===== src/rtl/attn_seq_pkg.sv =====
// attn_seq_pkg
//   Shared definitions for the attenuator command sequencer: the sequencer
//   state encoding, the bit offsets of the fields inside a serializer frame,
//   the "no code latched yet" shadow marker, and two small sizing helpers.
package attn_seq_pkg;

  typedef enum logic [2:0] {
    IDLE,
    LOAD,
    WAIT_ACK,
    WAIT_DONE,
    LATCH,
    GAP
  } seq_state_e;

  localparam int CODE_LSB = 0;
  localparam int CODE_W   = 7;
  localparam int CH_LSB   = 8;

  localparam logic [CODE_W-1:0] SHADOW_INVALID = 7'h7F;

  // Channel field width; a single-channel build still carries a 1-bit field.
  function automatic int ch_width(input int num_ch);
    return (num_ch > 1) ? $clog2(num_ch) : 1;
  endfunction

  // The shared down-counter exits its state once it reaches 0, so a state
  // that must last N cycles is loaded with N-1 (never below 0).
  function automatic logic [31:0] cnt_load(input int cycles);
    return (cycles > 0) ? 32'(cycles - 1) : 32'd0;
  endfunction

endpackage


===== src/rtl/attn_cmd_fifo.sv =====
// attn_cmd_fifo
//   Small synchronous FIFO holding pending attenuation commands.
//   Ports:
//     clk, rst        - clock, asynchronous active-high reset (flushes queue)
//     push_i          - write request; ignored while full
//     wr_data_i       - word to enqueue
//     pop_i           - read request; ignored while empty
//     rd_data_o       - head of queue (valid while !empty_o)
//     full_o, empty_o - occupancy flags
//     count_o         - number of stored entries
module attn_cmd_fifo #(
  parameter int WIDTH = 9,
  parameter int DEPTH = 4
) (
  input  logic                       clk,
  input  logic                       rst,
  input  logic                       push_i,
  input  logic [WIDTH-1:0]           wr_data_i,
  input  logic                       pop_i,
  output logic [WIDTH-1:0]           rd_data_o,
  output logic                       full_o,
  output logic                       empty_o,
  output logic [$clog2(DEPTH+1)-1:0] count_o
);

  localparam int AW = (DEPTH > 1) ? $clog2(DEPTH) : 1;
  localparam int CW = $clog2(DEPTH + 1);
  localparam logic [AW-1:0] LAST = AW'(DEPTH - 1);

  logic [WIDTH-1:0] mem [DEPTH];
  logic [AW-1:0]    wr_ptr_q, rd_ptr_q;
  logic [CW-1:0]    count_q;
  logic             do_push, do_pop;

  assign full_o    = (count_q == CW'(DEPTH));
  assign empty_o   = (count_q == '0);
  assign count_o   = count_q;
  assign rd_data_o = mem[rd_ptr_q];
  assign do_push   = push_i && !full_o;
  assign do_pop    = pop_i && !empty_o;

  // Storage array; contents need no reset because count_q gates visibility.
  always_ff @(posedge clk) begin
    if (do_push) begin
      mem[wr_ptr_q] <= wr_data_i;
    end
  end

  // Pointer and occupancy bookkeeping; a simultaneous push and pop leaves
  // the count unchanged while both pointers advance.
  always_ff @(posedge clk or posedge rst) begin
    if (rst) begin
      wr_ptr_q <= '0;
      rd_ptr_q <= '0;
      count_q  <= '0;
    end else begin
      if (do_push) begin
        wr_ptr_q <= (wr_ptr_q == LAST) ? '0 : wr_ptr_q + AW'(1);
      end
      if (do_pop) begin
        rd_ptr_q <= (rd_ptr_q == LAST) ? '0 : rd_ptr_q + AW'(1);
      end
      if (do_push && !do_pop) begin
        count_q <= count_q + CW'(1);
      end else if (do_pop && !do_push) begin
        count_q <= count_q - CW'(1);
      end
    end
  end

endmodule


===== src/rtl/attn_cmd_sequencer.sv =====
// attn_cmd_sequencer
//   Queues per-channel attenuation commands and feeds them one frame at a
//   time to the attenuator SPI serializer: load strobe, wait for the shift
//   to finish, pulse the latch enable, then hold off for an inter-frame gap.
//   Ports:
//     clk, rst          - clock, asynchronous active-high reset
//     cmd_valid/ready   - command handshake (ready = queue not full)
//     cmd_ch, cmd_code  - target channel and 7-bit attenuation code
//     ser_data, ser_ld  - formatted frame and its one-cycle load strobe
//     ser_busy          - serializer is shifting the current frame
//     atten_le          - attenuator latch enable
//     busy              - frame in flight or commands pending
//     err_timeout       - sticky: serializer never acknowledged a load
//     shadow_codes      - last latched code per channel (ATTN_SHADOW_EN only)
//   Build option: define ATTN_SHADOW_EN to drop commands that would re-send
//   the code already latched on their channel.
module attn_cmd_sequencer
  import attn_seq_pkg::*;
#(
  parameter int REG_WIDTH   = 32,
  parameter int FRAME_BITS  = 24,
  parameter int NUM_CH      = 4,
  parameter int FIFO_DEPTH  = 4,
  parameter int ACK_TIMEOUT = 1024,
  parameter int LE_CYCLES   = 16,
  parameter int GAP_CYCLES  = 49152
) (
  input  logic                        clk,
  input  logic                        rst,
  input  logic                        cmd_valid,
  output logic                        cmd_ready,
  input  logic [ch_width(NUM_CH)-1:0] cmd_ch,
  input  logic [6:0]                  cmd_code,
  output logic [REG_WIDTH-1:0]        ser_data,
  output logic                        ser_ld,
  input  logic                        ser_busy,
  output logic                        atten_le,
  output logic                        busy,
`ifdef ATTN_SHADOW_EN
  output logic [NUM_CH*7-1:0]         shadow_codes,
`endif
  output logic                        err_timeout
);

  localparam int CH_W  = ch_width(NUM_CH);
  localparam int DW    = CODE_W + CH_W;
  localparam int CNT_W = $clog2(FIFO_DEPTH + 1);
  localparam logic [31:0] ACK_LOAD = cnt_load(ACK_TIMEOUT);
  localparam logic [31:0] LE_LOAD  = cnt_load(LE_CYCLES);
  localparam logic [31:0] GAP_LOAD = cnt_load(GAP_CYCLES);

  seq_state_e           state_q, state_d;
  logic [31:0]          cnt_q, cnt_d;
  logic [REG_WIDTH-1:0] ser_data_q, ser_data_d;
  logic                 err_timeout_q, err_timeout_d;

  logic [DW-1:0]        fifo_rd;
  logic                 fifo_full, fifo_empty, fifo_pop;
  logic [CNT_W-1:0]     fifo_count;
  logic [CODE_W-1:0]    head_code;
  logic [CH_W-1:0]      head_ch;

  function automatic logic [REG_WIDTH-1:0] build_frame(input logic [CODE_W-1:0] code,
                                                       input logic [CH_W-1:0] ch);
    logic [REG_WIDTH-1:0] f;
    f = '0;
    f[CODE_LSB +: CODE_W] = code;
    f[CH_LSB +: CH_W]     = ch;
    for (int i = FRAME_BITS; i < REG_WIDTH; i++) begin
      f[i] = 1'b0;
    end
    return f;
  endfunction

  attn_cmd_fifo #(
    .WIDTH (DW),
    .DEPTH (FIFO_DEPTH)
  ) u_fifo (
    .clk       (clk),
    .rst       (rst),
    .push_i    (cmd_valid),
    .wr_data_i ({cmd_ch, cmd_code}),
    .pop_i     (fifo_pop),
    .rd_data_o (fifo_rd),
    .full_o    (fifo_full),
    .empty_o   (fifo_empty),
    .count_o   (fifo_count)
  );

  assign head_code   = fifo_rd[CODE_W-1:0];
  assign head_ch     = fifo_rd[CODE_W +: CH_W];
  assign cmd_ready   = !fifo_full;
  assign ser_ld      = (state_q == LOAD);
  assign atten_le    = (state_q == LATCH);
  assign busy        = (state_q != IDLE) || (fifo_count != '0);
  assign ser_data    = ser_data_q;
  assign err_timeout = err_timeout_q;

`ifdef ATTN_SHADOW_EN
  logic [CODE_W-1:0] shadow_q [1 << CH_W];
  logic              head_redundant;
  logic              latch_entry;

  // 7F marks "nothing latched yet", so it never counts as a match and a
  // 7F command is always transmitted.
  assign head_redundant = (shadow_q[head_ch] != SHADOW_INVALID) &&
                          (shadow_q[head_ch] == head_code);
  assign latch_entry    = (state_q == WAIT_DONE) && (state_d == LATCH);

  // Remember the code of each frame at the moment its latch pulse starts;
  // the frame fields are still held in ser_data_q at that point.
  always_ff @(posedge clk or posedge rst) begin
    if (rst) begin
      for (int n = 0; n < (1 << CH_W); n++) begin
        shadow_q[n] <= SHADOW_INVALID;
      end
    end else if (latch_entry) begin
      shadow_q[ser_data_q[CH_LSB +: CH_W]] <= ser_data_q[CODE_LSB +: CODE_W];
    end
  end

  // Flatten the per-channel shadows, channel n at bits [7n+6:7n].
  always_comb begin
    shadow_codes = '0;
    for (int n = 0; n < NUM_CH; n++) begin
      shadow_codes[n*CODE_W +: CODE_W] = shadow_q[n];
    end
  end
`endif

  // Next-state logic. The single down-counter is reloaded whenever a timed
  // state is entered and the state exits on the cycle it reads 0. WAIT_DONE
  // is only entered with ser_busy high, so ser_busy low there is its fall.
  always_comb begin
    state_d       = state_q;
    cnt_d         = cnt_q;
    ser_data_d    = ser_data_q;
    err_timeout_d = err_timeout_q;
    fifo_pop      = 1'b0;
    case (state_q)
      IDLE: begin
        if (!fifo_empty) begin
          fifo_pop = 1'b1;
`ifdef ATTN_SHADOW_EN
          if (!head_redundant) begin
            ser_data_d = build_frame(head_code, head_ch);
            state_d    = LOAD;
          end
`else
          ser_data_d = build_frame(head_code, head_ch);
          state_d    = LOAD;
`endif
        end
      end
      LOAD: begin
        state_d = WAIT_ACK;
        cnt_d   = ACK_LOAD;
      end
      WAIT_ACK: begin
        if (ser_busy) begin
          state_d = WAIT_DONE;
        end else if (cnt_q == '0) begin
          err_timeout_d = 1'b1;
          state_d       = GAP;
          cnt_d         = GAP_LOAD;
        end else begin
          cnt_d = cnt_q - 32'd1;
        end
      end
      WAIT_DONE: begin
        if (!ser_busy) begin
          state_d = LATCH;
          cnt_d   = LE_LOAD;
        end
      end
      LATCH: begin
        if (cnt_q == '0) begin
          state_d = GAP;
          cnt_d   = GAP_LOAD;
        end else begin
          cnt_d = cnt_q - 32'd1;
        end
      end
      GAP: begin
        if (cnt_q == '0) begin
          state_d = IDLE;
        end else begin
          cnt_d = cnt_q - 32'd1;
        end
      end
      default: state_d = IDLE;
    endcase
  end

  // State, counter, frame and error registers. The frame register is only
  // written on the IDLE->LOAD edge, so it holds steady between loads.
  always_ff @(posedge clk or posedge rst) begin
    if (rst) begin
      state_q       <= IDLE;
      cnt_q         <= '0;
      ser_data_q    <= '0;
      err_timeout_q <= 1'b0;
    end else begin
      state_q       <= state_d;
      cnt_q         <= cnt_d;
      ser_data_q    <= ser_data_d;
      err_timeout_q <= err_timeout_d;
    end
  end

endmodule

===== config.mk =====
export PLATFORM = sky130hd
export DESIGN_NAME = attn_cmd_sequencer
export DESIGN_NICKNAME = d
export VERILOG_FILES = /design/src/rtl/attn_seq_pkg.sv /design/src/rtl/attn_cmd_fifo.sv /design/src/rtl/attn_cmd_sequencer.sv
export SDC_FILE = /design/constraint.sdc
export NUM_CORES = 1
export LEC_CHECK = 0
export ABC_AREA = 0
export BUFFER_PORTS_ARGS = -buffer_cell sky130_fd_sc_hd__buf_2
export CORE_ASPECT_RATIO = 1.1
export CORE_MARGIN = 2
export CORE_UTILIZATION = 45
export CTS_BUF_LIST = sky130_fd_sc_hd__clkbuf_2
export CTS_CLUSTER_SIZE = 24
export DETAILED_ROUTE_END_ITERATION = 10
export HOLD_SLACK_MARGIN = 0.02
export PLACE_DENSITY = 0.66
export SLEW_MARGIN = 5
export SYNTH_ARGS = -nofsm -noshare
export SYNTH_HDL_FRONTEND = slang
export SYNTH_SLANG_ARGS = --single-unit

===== constraint.sdc =====
create_clock -name clk -period 2.9 [get_ports clk]
set_input_delay 0.145 -clock clk [delete_from_list [all_inputs] [get_ports clk]]
set_output_delay 0.145 -clock clk [all_outputs]
set_load 0.02 [all_outputs]

==> results by group, run 1 <==
Min path
  • Hold Crit Depth: 3
  • Min-delay src: cmd_valid
  • Worst Hold Class: in2reg

Die
  • Die Ht: between 100 and 150 um
  • Die Width: between 90 and 100 um
  • Core footprint: slightly below 10,000 um2
  • Die area: 10,700 um2
  • Ports: 50
  • Effective utilization at floorplan: 0.457
  • Site row count: 38

Synthesis
  • Synth unique cells: between 60 and 70
  • Sequential element share of the synthesized area: 0.535
  • Largest area contributor in the netlist: dfrtp_1
  • Number of enable flip-flop cells after synthesis: 36
  • Netlist Area Pre-Place: 4450 um2
  • Synth Flop Type: dfrtp_1
  • Post-synth top area share: 0.292
  • Top cells by count, synth: dfrtp_1, edfxtp_1, o21ai_0, a21oi_1, nor2_1
  • Async S/R FF share, synth: 0.591
  • Mapped Cells: 391
  • Most numerous cell in the Yosys netlist: dfrtp_1
  • Yosys warning total: 0
  • Ranking of synthesized cells by area: dfrtp_1, edfxtp_1, mux4_2, buf_4, o21ai_0
  • #FFs+latches synth: just under 90
  • Avg Inst Size Synth: 11.4 um2

Final layout
  • Fin nets: around 450
  • Layout area overhead: 10.5%
  • Share of layout cells above drive strength 1: 0.215
  • Layout fillers: approximately 860
  • Multi-input logic area: 1850 um2
  • Register Area: 2380 um2
  • Final core utilization: 0.505
  • Antenna Cells: 0

CTS
  • CTS tree: yes
  • CTS clk-pin slew, worst paths: roughly 250 ps
  • Clock H-tree levels: 3
  • Skew-Pair Late Insertion Delay: 580 ps
  • Num CTS Buffers: 9
  • Root Driver: clkbuf_2
  • Clock Path Buffers: 2
  • Clk sink count: 88

Global route
  • Vias in the first global route: 3,109
  • First-pass GRT wire length: 15,100 um
  • Initial antenna violation count: 0
  • GRT overflow: 0
  • Aggregate global-route resource usage: 0.180
  • Largest net degree at the start of global routing: 32

STA
  • Setup TNS: 0 ps
  • Final Skew: 22.8 ps
  • Max Slew Vio Count: 0
  • Final min period: between 2000 and 3000 ps
  • Worst Tran Pin Value: about 760 ps
  • Fin. Hold Viols: 0
  • Final Cycle Share: 0.942
  • RSZ-0062 raised after global routing: false
  • Final setup viols: 0
  • Fmax: 366 MHz
  • Max-slew headroom: 0.493

Worst setup path
  • Worst-case reg-to-reg path depth: 7
  • Worst r2r src: cnt_q[1]
  • Startpoint types: flip-flop
  • Slowest cell on the critical path: or4_1
  • Crit-path leading delay family: simple AND/OR/NAND/NOR gates
  • Crit Path Class: reg2reg
  • Worst setup EP type: flip-flop
  • Critical Path Stages: 7
  • Buf/Inv on CP: 1
  • Largest stage delay, worst path: between 600 and 700 ps
  • Crit path max fanout: 5
  • Req. time, crit path: 3410 ps
  • Worst path cell trace: inv_1 > ha_2 > or4b_4 > or4_1 > nor4_4 > nor3_1 > a221o_1
  • Setup crit start: cnt_q[1]
  • Worst EP arrival: 3240 ps

Placed design
  • GP Congestion: around 0.87
  • Port Buffers: 26
  • Post-DP HPWL: 6170 um

Drt
  • Routed wire length per instance: approximately 16 um
  • Routed wire length: 8950 um
  • First drt pass iteration count: 4
  • Met2 WL: ~4700 um
  • Detailed Route Iter0 Violations: 168
  • Wire length on met3: 342 um
  • Vias: 3,144
  • DRT met1 WL: between 3000 and 4000 um
  • Final antenna-violating net count: 0
  • Highest Signal Layer: met4
  • DRC errors left: 0
  • Vias per cell: 5.64

Pwr
  • Pwr/cell area: 883 nW/um2
  • Peak supply drop: 0.000497 V
  • Leakage: between 1.5 and 2 nW

Job
  • Max Cap Violations: 0

Outcome
  • Status: finished clean
kinds of logic (layout without fill, tap and decap cells):
group	after synthesis	in the layout	synth area share
simple gates	120	120	0.159
compound gates	89	89	0.123
flops	88	88	0.535
fa+ha+maj	8	8	0.0242
mux	20	20	0.0734
buf+inv	58	82	0.0703
xor+xnor	7	7	0.0138
other cells	1	23	0.000843
tightest hold or removal path: cells and delay by family:
| family | cells | cell delay (ps) |
|---|---|---|
| and+or+nand+nor | 1 | 240 |
| buffers and inverters | 1 | 110 |
| AOI/OAI and AO/OA | 1 | 110 |
timing repair:
action                     CTS  global route
setup endpoints to repair    0            20
setup buffers                0             3
hold endpoints to repair    61             0
hold buffers                11             0
resized for setup            0             5
sequential cells by signal, summed over array words and instances (netlist names):
register and cells:
ser_data 9, u_fifo.wr_ptr_q 2, u_fifo.count_o 3, u_fifo.mem 36
cnt_q 32, u_fifo.rd_ptr_q 2, err_timeout 1, state_q 3
cells in the final DEF (no fill, tap or decap), types with 14 or more instances in the layout:
| cell type | Yosys | layout |
|---|---|---|
| buf_4 | 23 | 18 |
| buf_2 | 7 | 26 |
| or3_1 | 15 | 15 |
| nor2_1 | 24 | 24 |
| dfrtp_1 | 52 | 51 |
| edfxtp_1 | 36 | 36 |
| conb_1 | 1 | 23 |
| or4_1 | 14 | 14 |
| o21ai_0 | 29 | 28 |
| nor3_1 | 19 | 19 |
| a21oi_1 | 28 | 28 |
area by class of cell:
type / instances / area share
inverters: 11 / 0.00839
multi-input cells: 267 / 0.376
flip-flops and latches: 88 / 0.484
clock buffers: 10 / 0.0102
repair buffers: 55 / 0.0763
clock inverters: 6 / 0.0140
well taps: 120 / 0.0305
routing by layer:
layer  global-route usage  vias up
met5                    0        -
met4               0.0714        0
met3               0.0407       19
met2                0.307       67
met1                0.223     1551
li1                     -     1507
final timing paths:
check,endpoint,slack [ps]
setup / recovery,cnt_q[23],170
hold / removal,u_fifo.wr_ptr_q[0],40
setup reg to reg,cnt_q[23],170
hold reg to reg,err_timeout,490
max in group asynchronous,ser_data[2],2020
min in group asynchronous,cnt_q[1],90
per-stage QoR:
stage / instance area [um2] / setup WS (ps) / power [mW] / hold slack (ps) / cells
floorplan: 4530 / 149 / 3.23 / 244 / 413
global placement: 4650 / 141 / 3.65 / 186 / 527
detailed placement: 4650 / 83.2 / 3.70 / 201 / 527
CTS: 4880 / 18.6 / 4.34 / 22.4 / 554
global route: 4920 / 14.5 / 4.67 / 69.0 / 557
finish: 4920 / 167 / 4.34 / 43.7 / 557
power by group:
group          internal [mW]  switching (mW)  leakage, nW
logic                  0.761            1.08        0.940
clock network          0.207           0.433       0.0725
registers               1.61           0.257        0.982
Power figures use the tool's default switching activity.
==> run 2: changes to the inputs <==
- BUFFER_PORTS_ARGS: -buffer_cell sky130_fd_sc_hd__buf_2 -> not set
- CORE_MARGIN: 2 -> 1.5
- DONT_BUFFER_PORTS: not set -> 1
- PLACE_DENSITY: 0.66 -> not set
==> run 2 against run 1 <==
Compared with the run above: die area shrank 1.9%; sequential power grew 5%; count of clock-buffer cells in the layout shrank 1; clock power grew 7.5%.
==> results by group, run 2 (synthesis gave the netlist of run 1 again) <==
Final layout
  • Most frequent cells in the layout: dfrtp_1, edfxtp_1, o21ai_0, a21oi_1, nor2_1
  • Layout area overhead: 8.88%
  • Layout fillers: 873
  • Largest Register: u_fifo.mem
  • Largest register FFs: 36
  • Final instance area: ~4800 um2
  • Final cell count without fillers: ~530
  • Antenna Cells: 0
  • Commonest non-fill, non-tap cell in the layout: dfrtp_1
  • Fin nets: 431
  • Share of layout cells above drive strength 1: 0.173

Pwr
  • Sw frac: 0.421
  • Peak supply drop: 0.000427 V
  • Clock share of power: 0.156
  • Leakage: 1.92 nW
  • Sequential Power Share: 0.444
  • Pwr/cell area: slightly above 900 nW/um2
  • Net Switching: between 1.5 and 2 mW
  • Logic gate share of total power: 0.400
  • Pint: 2.56 mW
  • Pwr Total: around 4.4 mW

CTS
  • Clock Path Buffers: 2
  • Root Driver: clkbuf_2
  • CTS tree: yes
  • Num CTS Buffers: 9
  • Clk sink count: 88
  • Skew-Pair Late Insertion Delay: roughly 570 ps
  • Clock H-tree levels: 3
  • CTS clk-pin slew, worst paths: between 200 and 300 ps

Worst setup path
  • Slowest cell on the critical path: or4_4
  • Req. time, crit path: 3360 ps
  • Critical path capture point: cnt_q[23]
  • Worst r2r src: cnt_q[1]
  • Worst setup EP type: flip-flop
  • FF-to-FF End: cnt_q[23]
  • Worst EP arrival: 3290 ps
  • Setup slack, reg-to-reg: just under 70 ps
  • Largest stage delay, worst path: 570 ps
  • Crit Path Class: reg2reg
  • Worst path cell trace: inv_1 > ha_2 > or4b_4 > or4_4 > nor4_4 > buf_4 > a2111oi_0 > a221o_1
  • Startpoint types: flip-flop
  • Worst-case reg-to-reg path depth: 8
  • Crit path max fanout: 4
  • Setup crit start: cnt_q[1]

Die
  • Effective utilization at floorplan: 0.469
  • Die Ht: 107 um
  • Die Width: 97.8 um
  • Site row count: 37
  • Die area: 10,500 um2
  • Core footprint: 9490 um2
  • Ports: 50

Drt
  • First drt pass iteration count: 4
  • Detailed Route Iter0 Violations: 165
  • Final antenna-violating net count: 0
  • DRC errors left: 0
  • Routed wire length: a little under 10,000 um
  • Vias per cell: a little under 6
  • Routed wire length per instance: ~18 um
  • Vias: 3,123

STA
  • Fin. Hold Viols: 0
  • Final setup viols: 0
  • Final Cycle Share: 0.977
  • Fmax: 353 MHz
  • Max Slew Vio Count: 0
  • Final min period: between 2000 and 3000 ps
  • Final WS setup: 68.0 ps
  • Final Skew: 36.4 ps
  • Smallest hold slack: 77.0 ps
  • Max-slew headroom: 0.447
  • Worst Tran Pin Value: around 830 ps

Global route
  • Vias in the first global route: roughly 3,100
  • GRT overflow: 0
  • Initial antenna violation count: 0
  • First-pass GRT wire length: 15,800 um
  • Aggregate global-route resource usage: 0.192
  • Largest net degree at the start of global routing: 31

Job
  • Max Cap Violations: 0

Outcome
  • Status: finished clean

Placed design
  • Port Buffers: 0
  • Placed instance count: 501
  • Place WS: between 100 and 150 ps
  • Dpl cell area: 4540 um2
  • Post-DP HPWL: 6650 um
  • GP Congestion: approximately 0.87

Min path
  • Worst Hold Class: in2async
## run 2: cell types whose count changed in the layout (fill, tap and decap cells not counted), sizes merged
cell,change
clkinv,-3
clkinvlp,+1
dlygate4sd3,+1
inv,+3
clkbuf,-1
buf,-23
## run 2: what timing repair did
action,4_1_cts,5_1_grt
buffers inserted,0,3
endpoints found under the hold margin,74,0
setup endpoints to repair,0,11
gates resized for setup,0,6
hold buffers,12,0
## run 2: worst min path at each step
| stage | end | slack (ps) | depth (start not counted) |
|---|---|---|---|
| floorplan | u_fifo.mem[0][0] | 240 | 0 |
| global placement | cnt_q[29] | 160 | 1 |
| detailed placement | cnt_q[28] | 180 | 1 |
| CTS | u_fifo.mem[2][4] | 70 | 1 |
| global route | u_fifo.mem[2][8] | 60 | 1 |
| finish | cnt_q[21] | 80 | 2 |
## run 2: routing by layer
layer | vias up | part of all wire | GRT usage
met4 | 0 | 0.025 | 0.0714
met2 | 74 | 0.50 | 0.333
met1 | 1566 | 0.44 | 0.245
met5 | - | 0 | 0
met3 | 25 | 0.039 | 0.0273
li1 | 1458 | - | -
## run 2: final cells by class
class                   instances  area (um2)  share of cell area
inverters                      11        41.3             0.00852
clock buffers                   9        45.0             0.00930
clock inverters                 7        85.1              0.0176
repair buffers                 33         278              0.0573
multi-input cells             267        1870               0.385
well taps                     117         146              0.0302
flip-flops and latches         88        2380               0.492
## run 2: through the flow
step	util	setup TNS (ps)
3_5_place_dp	0.479	0
4_1_cts	0.505	0
6_report	0.511	0
3_3_place_gp	0.479	0
2_1_floorplan	-	0
5_1_grt	0.511	-6.83
## run 2: worst max-delay path, delay by kind of cell, from the launching register on
kind,cells,cell delay (ps)
AOI/OAI and AO/OA,2,370
adders and majority gates,1,200
buffers and inverters,2,270
DFF,1,450
and+or+nand+nor,3,1470
## run 2: power groups by stage
stage / sequential, mW / clock, mW / combinational (mW)
global route: 2.02 / 0.754 / 1.95
global placement: 1.98 / 0 / 1.69
floorplan: 1.84 / 0 / 1.39
finish: 1.96 / 0.688 / 1.77
detailed placement: 2.00 / 0 / 1.71
CTS: 1.97 / 0.707 / 1.74
==> run 3: changes to the inputs <==
- CELL_PAD_IN_SITES_DETAIL_PLACEMENT: not set -> 1
- CELL_PAD_IN_SITES_GLOBAL_PLACEMENT: not set -> 2
- CORE_ASPECT_RATIO: 1.1 -> 0.5
- CORE_UTILIZATION: 45 -> 40
- PLACE_DENSITY_LB_ADDON: not set -> 0.1
==> run 3 against run 2 <==
Compared with the run above: critical path type unchanged; setup slack improved by 68 ps; power increased by 0.18%; global-route usage decreased by 0.17 points; sequential share of layout area decreased by 0.30 points; largest power group unchanged.
==> results by group, run 3 (synthesis gave the netlist of run 1 again) <==
Min path
  • Worst Hold Class: in2reg

Job
  • Max Cap Violations: 0

Die
  • Core footprint: 10,500 um2
  • Die Ht: 77.6 um
  • Die Width: 152 um
  • Effective utilization at floorplan: 0.424
  • Site row count: 26
  • Ports: 50
  • Die area: approximately 12,000 um2

Global route
  • Initial antenna violation count: 0
  • First-pass GRT wire length: 17,500 um
  • Largest net degree at the start of global routing: 35
  • Aggregate global-route resource usage: 0.190
  • GRT overflow: 0
  • Vias in the first global route: 3,312

Drt
  • Vias per cell: between 5 and 6
  • First drt pass iteration count: 5
  • Routed wire length: 10,400 um
  • DRC errors left: 0
  • Vias: 3,141
  • Final antenna-violating net count: 0
  • Routed wire length per instance: 18.7 um
  • Detailed Route Iter0 Violations: between 150 and 200

STA
  • Fin. Hold Viols: 0
  • Fmax: roughly 360 MHz
  • Final Cycle Share: 0.953
  • Setup TNS: 0 ps
  • Final min period: 2760 ps
  • Max Slew Vio Count: 0
  • Final Skew: roughly 31 ps
  • Max-slew headroom: 0.421
  • Worst Tran Pin Value: 868 ps
  • RSZ-0062 raised after global routing: false
  • Final setup viols: 0
  • Smallest hold slack: 97.4 ps

CTS
  • Clock H-tree levels: 3
  • CTS tree: yes
  • Clk sink count: 88
  • Skew-Pair Late Insertion Delay: 560 ps
  • CTS clk-pin slew, worst paths: about 280 ps
  • Root Driver: clkbuf_2
  • Clock Path Buffers: 2
  • Num CTS Buffers: 9

Placed design
  • Port Buffers: 0
  • GP Congestion: around 0.80
  • Post-DP HPWL: 7310 um
  • Dpl cell area: 4590 um2

Final layout
  • Antenna Cells: 0
  • Register Area: roughly 2400 um2
  • Multi-input logic area: 1850 um2
  • Fin nets: roughly 430
  • Largest Register: u_fifo.mem
  • Layout area overhead: 9.56%
  • Final instance area: 4880 um2
  • Layout fillers: 1,139
  • Largest register FFs: 36
  • Most frequent cells in the layout: dfrtp_1, edfxtp_1, a21oi_1, o21ai_0, nor2_1
  • Share of layout cells above drive strength 1: 0.175
  • Commonest non-fill, non-tap cell in the layout: dfrtp_1

Worst setup path
  • Worst EP arrival: 3280 ps
  • Startpoint types: flip-flop
  • Crit Path Class: reg2reg
  • Crit path max fanout: 4
  • Worst setup EP type: flip-flop
  • Req. time, crit path: 3410 ps

Pwr
  • Peak supply drop: 0.000446 V
  • Leakage: 1.93 nW
  • Pwr/cell area: 909 nW/um2

Outcome
  • Status: finished clean
[run 3: cell count changes in the layout (fill, tap and decap cells not counted), sizes merged]
| cell | change |
|---|---|
| clkinv | +3 |
| inv | -1 |
| clkinvlp | -2 |
| dlygate4sd3 | +1 |
| buf | +2 |
[run 3: final timing paths]
| path | start | end | slack [ps] | cells after the start |
|---|---|---|---|---|
| max in group asynchronous | rst | cnt_q[23] | 1990 | 3 |
| max | cnt_q[1] | cnt_q[18] | 140 | 7 |
| max reg2reg | cnt_q[1] | cnt_q[18] | 140 | 7 |
| min in group asynchronous | rst | u_fifo.rd_ptr_q[0] | 120 | 2 |
| min | cmd_valid | u_fifo.mem[2][4] | 100 | 1 |
| min reg2reg | cnt_q[11] | cnt_q[11] | 540 | 2 |
[run 3: area by class of cell]
class / instances / share of cell area
well taps: 140 / 0.0359
multi-input cells: 267 / 0.380
flip-flops and latches: 88 / 0.489
inverters: 11 / 0.00847
clock inverters: 7 / 0.0157
clock buffers: 9 / 0.00924
repair buffers: 36 / 0.0621
[run 3: repair_timing]
item,in CTS,in global routing
endpoints found under the setup margin,0,10
setup buffers,0,2
hold buffers,12,1
endpoints found under the hold margin,78,2
gates resized for setup,0,5
[run 3: worst max-delay path: stages (launching register included)]
cell      delay [ps]
dfrtp_1          430
inv_1             80
ha_2             200
or4b_4           480
or4_4            570
a2111o_1         410
or4_1            410
a21oi_1          160
[run 3: routing by layer]
| metal | track usage | part of all wire | vias to the layer above |
|---|---|---|---|
| li1 | - | - | 1473 |
| met1 | 0.237 | 0.45 | 1592 |
| met2 | 0.334 | 0.50 | 68 |
| met3 | 0.0525 | 0.042 | 8 |
| met4 | 0.0408 | 0.0082 | 0 |
| met5 | 0 | 0 | - |
[run 3: power breakdown]
group | internal [mW] | total (mW) | switching, mW
combinational | 0.754 | 1.80 | 1.05
sequential | 1.60 | 1.97 | 0.361
clock | 0.210 | 0.665 | 0.455
total | 2.57 | 4.43 | 1.86
[run 3: per-stage QoR]
stage	util	total power, mW	std cells	setup WS [ps]
final	0.464	4.43	558	136
after global routing	0.464	4.75	558	10.8
after CTS	0.460	4.47	555	63.3
after detailed placement	0.437	3.78	527	68.6
after global placement	0.437	3.69	527	148
after floorplan	-	3.23	413	149
